$ cat src/rtl/lock_pkg.sv
// lock_pkg: shared types and constants for the passcode lock controller.
//   state_t   - controller states (PROG is only reachable with LOCK_CODE_PROG_EN)
//   KEY_ESC   - abort key, KEY_HASH - code programming key
//   TIMER_W   - width of the shared interval timer
//   code_byte - extracts passcode byte idx (byte 0 is the most significant used byte)
package lock_pkg;

    localparam int         TIMER_W  = 32;
    localparam logic [7:0] KEY_ESC  = 8'h1B;
    localparam logic [7:0] KEY_HASH = 8'h23;

    typedef enum logic [2:0] {
        IDLE,
        ENTRY,
        CHECK,
        OPEN,
        LOCK,
        PROG
    } state_t;

    function automatic logic [7:0] code_byte(input logic [63:0] code, input int len, input int idx);
        logic [63:0] w_sh;
        w_sh = code >> (8 * (len - 1 - idx));
        return w_sh[7:0];
    endfunction

endpackage

$ cat src/rtl/lock_timer.sv
// lock_timer: loadable down-counter that stops at zero.
//   clk, reset   - clock, synchronous active-high reset (count -> 0)
//   i_load       - load i_load_val this cycle (has priority over i_en)
//   i_load_val   - value to load
//   i_en         - decrement by one when the count is non-zero
//   o_expired    - count == 0
//   o_count      - current count (only with LOCK_CODE_PROG_EN, used to freeze/restore)
module lock_timer
    import lock_pkg::*;
(
    input  logic               clk,
    input  logic               reset,
    input  logic               i_load,
    input  logic [TIMER_W-1:0] i_load_val,
    input  logic               i_en,
`ifdef LOCK_CODE_PROG_EN
    output logic [TIMER_W-1:0] o_count,
`endif
    output logic               o_expired
);

    logic [TIMER_W-1:0] r_count;

    always_ff @(posedge clk) begin
        if (reset)
            r_count <= '0;
        else if (i_load)
            r_count <= i_load_val;
        else if (i_en && r_count != '0)
            r_count <= r_count - 32'd1;
    end

    assign o_expired = (r_count == '0);
`ifdef LOCK_CODE_PROG_EN
    assign o_count = r_count;
`endif

endmodule

$ cat src/rtl/lock_sequencer.sv
// lock_sequencer: digital-lock passcode controller fed by a UART byte stream.
//   clk, reset      - clock, synchronous active-high reset
//   rx_data/valid   - received byte and its one-cycle strobe
//   unlocked        - lock open (held for UNLOCK_CYCLES)
//   lockout         - too many failures (held for LOCKOUT_CYCLES)
//   entry_active    - passcode bytes being collected
//   attempts_left   - tries remaining before lockout
//   fail_pulse      - one cycle per failed attempt, coincident with the decremented attempts_left
// Optional: define LOCK_CODE_PROG_EN to allow '#' while open to reprogram the passcode.
module lock_sequencer
    import lock_pkg::*;
#(
    parameter int                 CODE_LEN       = 4,
    parameter logic [63:0]        CODE           = 64'h31323334,
    parameter int                 MAX_TRIES      = 3,
    parameter logic [7:0]         CLEAR_KEY      = KEY_ESC,
    parameter logic [TIMER_W-1:0] UNLOCK_CYCLES  = 32'd500_000_000,
    parameter logic [TIMER_W-1:0] LOCKOUT_CYCLES = 32'd3_000_000_000,
    parameter logic [TIMER_W-1:0] TIMEOUT_CYCLES = 32'd1_000_000_000
)(
    input  logic       clk,
    input  logic       reset,
    input  logic [7:0] rx_data,
    input  logic       rx_valid,
    output logic       unlocked,
    output logic       lockout,
    output logic       entry_active,
    output logic [3:0] attempts_left,
    output logic       fail_pulse
);

    // The timer transitions the FSM on the cycle it reads zero, so loading N-1
    // gives an interval of exactly N cycles.
    localparam logic [TIMER_W-1:0] UNLOCK_LD  = (UNLOCK_CYCLES  == '0) ? '0 : UNLOCK_CYCLES  - 32'd1;
    localparam logic [TIMER_W-1:0] LOCKOUT_LD = (LOCKOUT_CYCLES == '0) ? '0 : LOCKOUT_CYCLES - 32'd1;
    localparam logic [TIMER_W-1:0] TIMEOUT_LD = (TIMEOUT_CYCLES == '0) ? '0 : TIMEOUT_CYCLES - 32'd1;
    localparam logic [3:0]         TRIES_INIT = 4'(MAX_TRIES);
    localparam logic [3:0]         LAST_IDX   = 4'(CODE_LEN - 1);

    state_t             r_state;
    logic [3:0]         r_index;
    logic               r_mismatch;
    logic [3:0]         r_attempts;
    logic               r_unlocked, r_lockout, r_entry_active, r_fail_pulse;
    logic [63:0]        w_code;
    logic               w_byte_bad;
    logic               w_load, w_en, w_expired;
    logic [TIMER_W-1:0] w_load_val;

`ifdef LOCK_CODE_PROG_EN
    logic [63:0]        r_code;
    logic [63:0]        r_prog_buf;
    logic [3:0]         r_prog_idx;
    logic [TIMER_W-1:0] r_hold;      // unlock time remaining when PROG was entered
    logic [TIMER_W-1:0] w_count;
    assign w_code = r_code;
`else
    assign w_code = CODE;
`endif

    // r_index is 0 in IDLE, so the same compare serves the first byte.
    assign w_byte_bad = (rx_data != code_byte(w_code, CODE_LEN, int'(r_index)));

    lock_timer u_timer (
        .clk        (clk),
        .reset      (reset),
        .i_load     (w_load),
        .i_load_val (w_load_val),
        .i_en       (w_en),
`ifdef LOCK_CODE_PROG_EN
        .o_count    (w_count),
`endif
        .o_expired  (w_expired)
    );

    // Timer control: one interval at a time, chosen by the current state.
    always_comb begin
        w_load     = 1'b0;
        w_load_val = '0;
        w_en       = 1'b0;
        case (r_state)
            IDLE:  if (rx_valid && rx_data != CLEAR_KEY) begin
                       w_load = 1'b1; w_load_val = TIMEOUT_LD;
                   end
            ENTRY: if (rx_valid) begin
                       if (rx_data != CLEAR_KEY) begin
                           w_load = 1'b1; w_load_val = TIMEOUT_LD;
                       end
                   end else w_en = 1'b1;
            CHECK: if (!r_mismatch) begin
                       w_load = 1'b1; w_load_val = UNLOCK_LD;
                   end else if (r_attempts <= 4'd1) begin
                       w_load = 1'b1; w_load_val = LOCKOUT_LD;
                   end
`ifdef LOCK_CODE_PROG_EN
            OPEN:  if (rx_valid && rx_data == KEY_HASH) begin
                       w_load = 1'b1; w_load_val = TIMEOUT_LD;
                   end else w_en = 1'b1;
            PROG:  if (rx_valid) begin
                       w_load = 1'b1;
                       if (rx_data == CLEAR_KEY)       w_load_val = r_hold;
                       else if (r_prog_idx == LAST_IDX) w_load_val = UNLOCK_LD;
                       else                             w_load_val = TIMEOUT_LD;
                   end else if (w_expired) begin
                       w_load = 1'b1; w_load_val = r_hold;
                   end else w_en = 1'b1;
`else
            OPEN:  w_en = 1'b1;
`endif
            LOCK:  w_en = 1'b1;
            default: ;
        endcase
    end

    always_ff @(posedge clk) begin
        if (reset) begin
            r_state        <= IDLE;
            r_index        <= '0;
            r_mismatch     <= 1'b0;
            r_attempts     <= TRIES_INIT;
            r_unlocked     <= 1'b0;
            r_lockout      <= 1'b0;
            r_entry_active <= 1'b0;
            r_fail_pulse   <= 1'b0;
`ifdef LOCK_CODE_PROG_EN
            r_code         <= CODE;
            r_prog_buf     <= '0;
            r_prog_idx     <= '0;
            r_hold         <= '0;
`endif
        end else begin
            r_fail_pulse <= 1'b0;
            case (r_state)
                IDLE: if (rx_valid && rx_data != CLEAR_KEY) begin
                    r_index    <= 4'd1;
                    r_mismatch <= w_byte_bad;
                    if (CODE_LEN == 1) begin
                        r_state <= CHECK;
                    end else begin
                        r_state        <= ENTRY;
                        r_entry_active <= 1'b1;
                    end
                end
                ENTRY: if (rx_valid) begin
                    if (rx_data == CLEAR_KEY) begin
                        r_index        <= '0;
                        r_mismatch     <= 1'b0;
                        r_state        <= IDLE;
                        r_entry_active <= 1'b0;
                    end else begin
                        r_mismatch <= r_mismatch | w_byte_bad;
                        r_index    <= r_index + 4'd1;
                        if (r_index == LAST_IDX) begin
                            r_state        <= CHECK;
                            r_entry_active <= 1'b0;
                        end
                    end
                end else if (w_expired) begin
                    r_index        <= '0;
                    r_mismatch     <= 1'b0;
                    r_state        <= IDLE;
                    r_entry_active <= 1'b0;
                end
                CHECK: begin
                    r_index    <= '0;
                    r_mismatch <= 1'b0;
                    if (!r_mismatch) begin
                        r_state    <= OPEN;
                        r_unlocked <= 1'b1;
                        r_attempts <= TRIES_INIT;
                    end else begin
                        r_fail_pulse <= 1'b1;
                        r_attempts   <= (r_attempts == '0) ? '0 : r_attempts - 4'd1;
                        if (r_attempts <= 4'd1) begin
                            r_state   <= LOCK;
                            r_lockout <= 1'b1;
                        end else begin
                            r_state <= IDLE;
                        end
                    end
                end
                OPEN: begin
`ifdef LOCK_CODE_PROG_EN
                    if (rx_valid && rx_data == KEY_HASH) begin
                        r_state    <= PROG;
                        r_prog_idx <= '0;
                        r_hold     <= w_count;
                    end else
`endif
                    if (w_expired) begin
                        r_state    <= IDLE;
                        r_unlocked <= 1'b0;
                    end
                end
                LOCK: if (w_expired) begin
                    r_state    <= IDLE;
                    r_lockout  <= 1'b0;
                    r_attempts <= TRIES_INIT;
                end
`ifdef LOCK_CODE_PROG_EN
                PROG: if (rx_valid) begin
                    if (rx_data == CLEAR_KEY) begin
                        r_state <= OPEN;
                    end else begin
                        r_prog_buf <= {r_prog_buf[55:0], rx_data};
                        r_prog_idx <= r_prog_idx + 4'd1;
                        if (r_prog_idx == LAST_IDX) begin
                            r_code  <= {r_prog_buf[55:0], rx_data};
                            r_state <= OPEN;
                        end
                    end
                end else if (w_expired) begin
                    r_state <= OPEN;
                end
`endif
                default: r_state <= IDLE;
            endcase
        end
    end

    assign unlocked      = r_unlocked;
    assign lockout       = r_lockout;
    assign entry_active  = r_entry_active;
    assign attempts_left = r_attempts;
    assign fail_pulse    = r_fail_pulse;

endmodule

$ cat config.mk
export PLATFORM = sky130hd
export DESIGN_NAME = lock_sequencer
export DESIGN_NICKNAME = d
export VERILOG_FILES = /design/src/rtl/lock_pkg.sv /design/src/rtl/lock_timer.sv /design/src/rtl/lock_sequencer.sv
export SDC_FILE = /design/constraint.sdc
export NUM_CORES = 1
export LEC_CHECK = 0
export CORE_MARGIN = 1
export CORE_UTILIZATION = 55
export CTS_BUF_LIST = sky130_fd_sc_hd__clkbuf_8
export DETAILED_ROUTE_END_ITERATION = 10
export PLACE_DENSITY = 0.75
export SETUP_SLACK_MARGIN = 0.1
export SYNTH_ARGS = -nofsm -noshare
export SYNTH_HDL_FRONTEND = slang
export SYNTH_SLANG_ARGS = --single-unit
$ cat constraint.sdc
create_clock -name clk -period 2.7 [get_ports clk]
set_clock_uncertainty 0.15 [all_clocks]
set_input_delay 0.54 -clock clk [delete_from_list [all_inputs] [get_ports clk]]
set_output_delay 0.54 -clock clk [all_outputs]
set_load 0.05 [all_outputs]
==> metrics <==
number of diodes=0; Core Rows=26; CTS tree=done; setup TNS=0 ns; startpoint type of the worst setup path=register; Hold Path Sink=entry_active; Clock Latency Late Sink=0.30 ns; # setup viols final=0; Num CTS Buffers=5; core region area=0.00511 mm^2; VDD IR max=365 uV; vias in the first global route=2,712; clk sink count=48; DP Worst Slack=-0.0774 ns; Post-DRT Antenna Nets=0; crit path time final=2.49 ns; Post-DP Area=0.00341 mm^2; FF-to-FF End=u_timer.r_count[12]; setup repair bufs after CTS=0; source of the critical timing path=u_timer.r_count[23]; final worst slack=0.209 ns; initial antenna violation count=0; Worst-path clk slew=0.09 ns; DR pass1 iterations=5; Hold Path Stages=2; GRT Overall Usage=0.310; crit path max fanout=14; post-DP HPWL=6000 um; clk buf depth=2; Synth Flop Type=dfxtp_1; First DRT Iteration DRCs=308; path type of the worst setup path=reg -> reg; area grow syn2layout=23.0%; IO buf count=18; Reg2Reg Depth=6; fmax=401 MHz; global route total overflow=0; max-cap violations=0; die area=0.00558 mm^2; Synth Net Count=372; Seq/Total Area, Yosys=0.330; reg2reg setup slack=0.21 ns; nets=418; io pins=19; Post-Syn Area=0.00291 mm^2; status=finished clean; synthesized flop and latch total=48; Final Hold Fails=0; final slew viol count=0; Slew HR=0.547; Fin Hold WS=0.323 ns; largest net degree at the start of global routing=30; post-route cell area=0.00358 mm^2; RSZ-0062 raised after global routing=yes; hold buffer count at cts=0; P per Cell Area=593 mW/mm^2; fin crit share=0.923; gp weighted congestion=0.894; Yosys cell types=77; Post-synth EDFFs=0; Root Driver=clkbuf_8; Die H=74.7 um; WP data required=2.75 ns; Post-Route WL=8360 um; Slew @ Worst Pin=0.674 ns; Cells after Synth=359; H-tree depth=2; layout cells sized above 1=0.202; Yosys Warn Count=0; vias per inst=6.52; die width=74.7 um; Via Count=3,098; class of the worst hold path=reg -> reg; Hold Startpoint=entry_active; critical path arrival=2.54 ns; Starting Density=0.570; fillers=448; Crit. End Element=register; first-pass GRT wire length=13,100 um; Layout Utilization=0.700; Reg-to-Reg Start=u_timer.r_count[23]; ys async rst share=0; leak pwr=1.26 nW; routed wire length per instance=17.6 um; Syn Area/Cell=8.10 um^2; # DRC=0
## cell type report
| class | instances | area [um^2] | area share |
|---|---|---|---|
| Clock buffer | 5 | 68.8 | 0.0192 |
| Clock inverter | 2 | 60.1 | 0.0168 |
| Inverter | 15 | 56.3 | 0.0157 |
| Multi-Input combinational cell | 276 | 1840 | 0.515 |
| Sequential cell | 48 | 961 | 0.269 |
| Tap cell | 70 | 87.6 | 0.0245 |
| Timing Repair Buffer | 59 | 500 | 0.140 |
## logic make-up after synthesis
| group | after synthesis | synth area share |
|---|---|---|
| adder cells (fa/ha/maj) | 2 | 0.00860 |
| flip-flops | 48 | 0.330 |
| AND/OR/NAND/NOR | 148 | 0.297 |
| AO/OA/AOI/OAI | 119 | 0.292 |
| XOR/XNOR | 6 | 0.0181 |
| multiplexers | 1 | 0.00344 |
| buffers and inverters | 35 | 0.0503 |
## placed cells by master, fill, tap and decap left out, types with 3 or more instances in the layout
cell,count
o21ai_0,15
o21a_1,3
o311ai_0,3
or2_2,4
clkbuf_8,5
nor2_1,28
nor4_1,8
nand4_1,5
xor2_1,4
a31oi_1,12
nor3_1,12
nand3_1,11
o22ai_1,8
a221oi_1,3
clkdlybuf4s50_1,18
nand2b_1,4
inv_1,15
dfxtp_1,48
a31o_2,3
a21oi_1,21
nand2_1,26
buf_4,40
a211oi_1,11
and2_1,3
or3_1,9
o211ai_1,3
and3_1,3
o31ai_1,8
or4_1,6
## state kept, by name (all words and copies together), names as in the netlist
name and cells:
u_timer.r_count 32, attempts_left 4, r_index 4, r_state 3, entry_active 1, fail_pulse 1
lockout 1, r_mismatch 1, unlocked 1
## cells in the mapped netlist (all sizes together), types with 11 or more instances
cell	number	area (um^2)
a31oi	12	75.1
dfxtp	48	961
or3	11	75.1
a211oi	11	82.6
nor3	13	70.1
o21ai	16	83.8
a21oi	22	114
nor2	28	105
nand2	26	97.6
nor4	11	90.1
inv	15	56.3
clkbuf	14	52.6
nand3	11	55.1
## metal layers
layer / up-vias / global-route usage / routed length [um]
met5: - / 0.0463 / 0
met4: 0 / 0.115 / 212
met3: 27 / 0.0576 / 545
met2: 115 / 0.485 / 3920
met1: 1469 / 0.422 / 3670
li1: 1487 / - / -
## timing repair
action | CTS | global route
gates resized for setup | 1 | 4
setup endpoints to repair | 7 | 10
pin swaps | 0 | 2
## worst max path at each step
stage / end / cells after the start
final: u_timer.r_count[12] / 6
after global routing: u_timer.r_count[28] / 8
after CTS: u_timer.r_count[28] / 8
after global placement: u_timer.r_count[8] / 9
after detailed placement: u_timer.r_count[20] / 8
after floorplan: u_timer.r_count[20] / 7
## report_power, final
part	switching, mW	internal [mW]	total, mW	leakage, nW
sequential	0.0698	0.767	0.837	0.394
clock	0.242	0.365	0.606	0.0642
combinational	0.387	0.290	0.678	0.805
## through the flow
step,std cells,power [mW]
5_1_grt,475,2.22
4_1_cts,475,2.10
3_5_place_dp,468,1.49
3_3_place_gp,468,1.48
6_report,475,2.12
2_1_floorplan,359,1.25
## critical path, cell delays in order (launching register included)
cell     delay (ns)
dfxtp_1        0.34
nor4_1         0.41
nand3_1        0.25
o31ai_4        0.63
buf_4          0.27
a21oi_1        0.07
o221a_2        0.26
(Power assumes the default switching activity.)
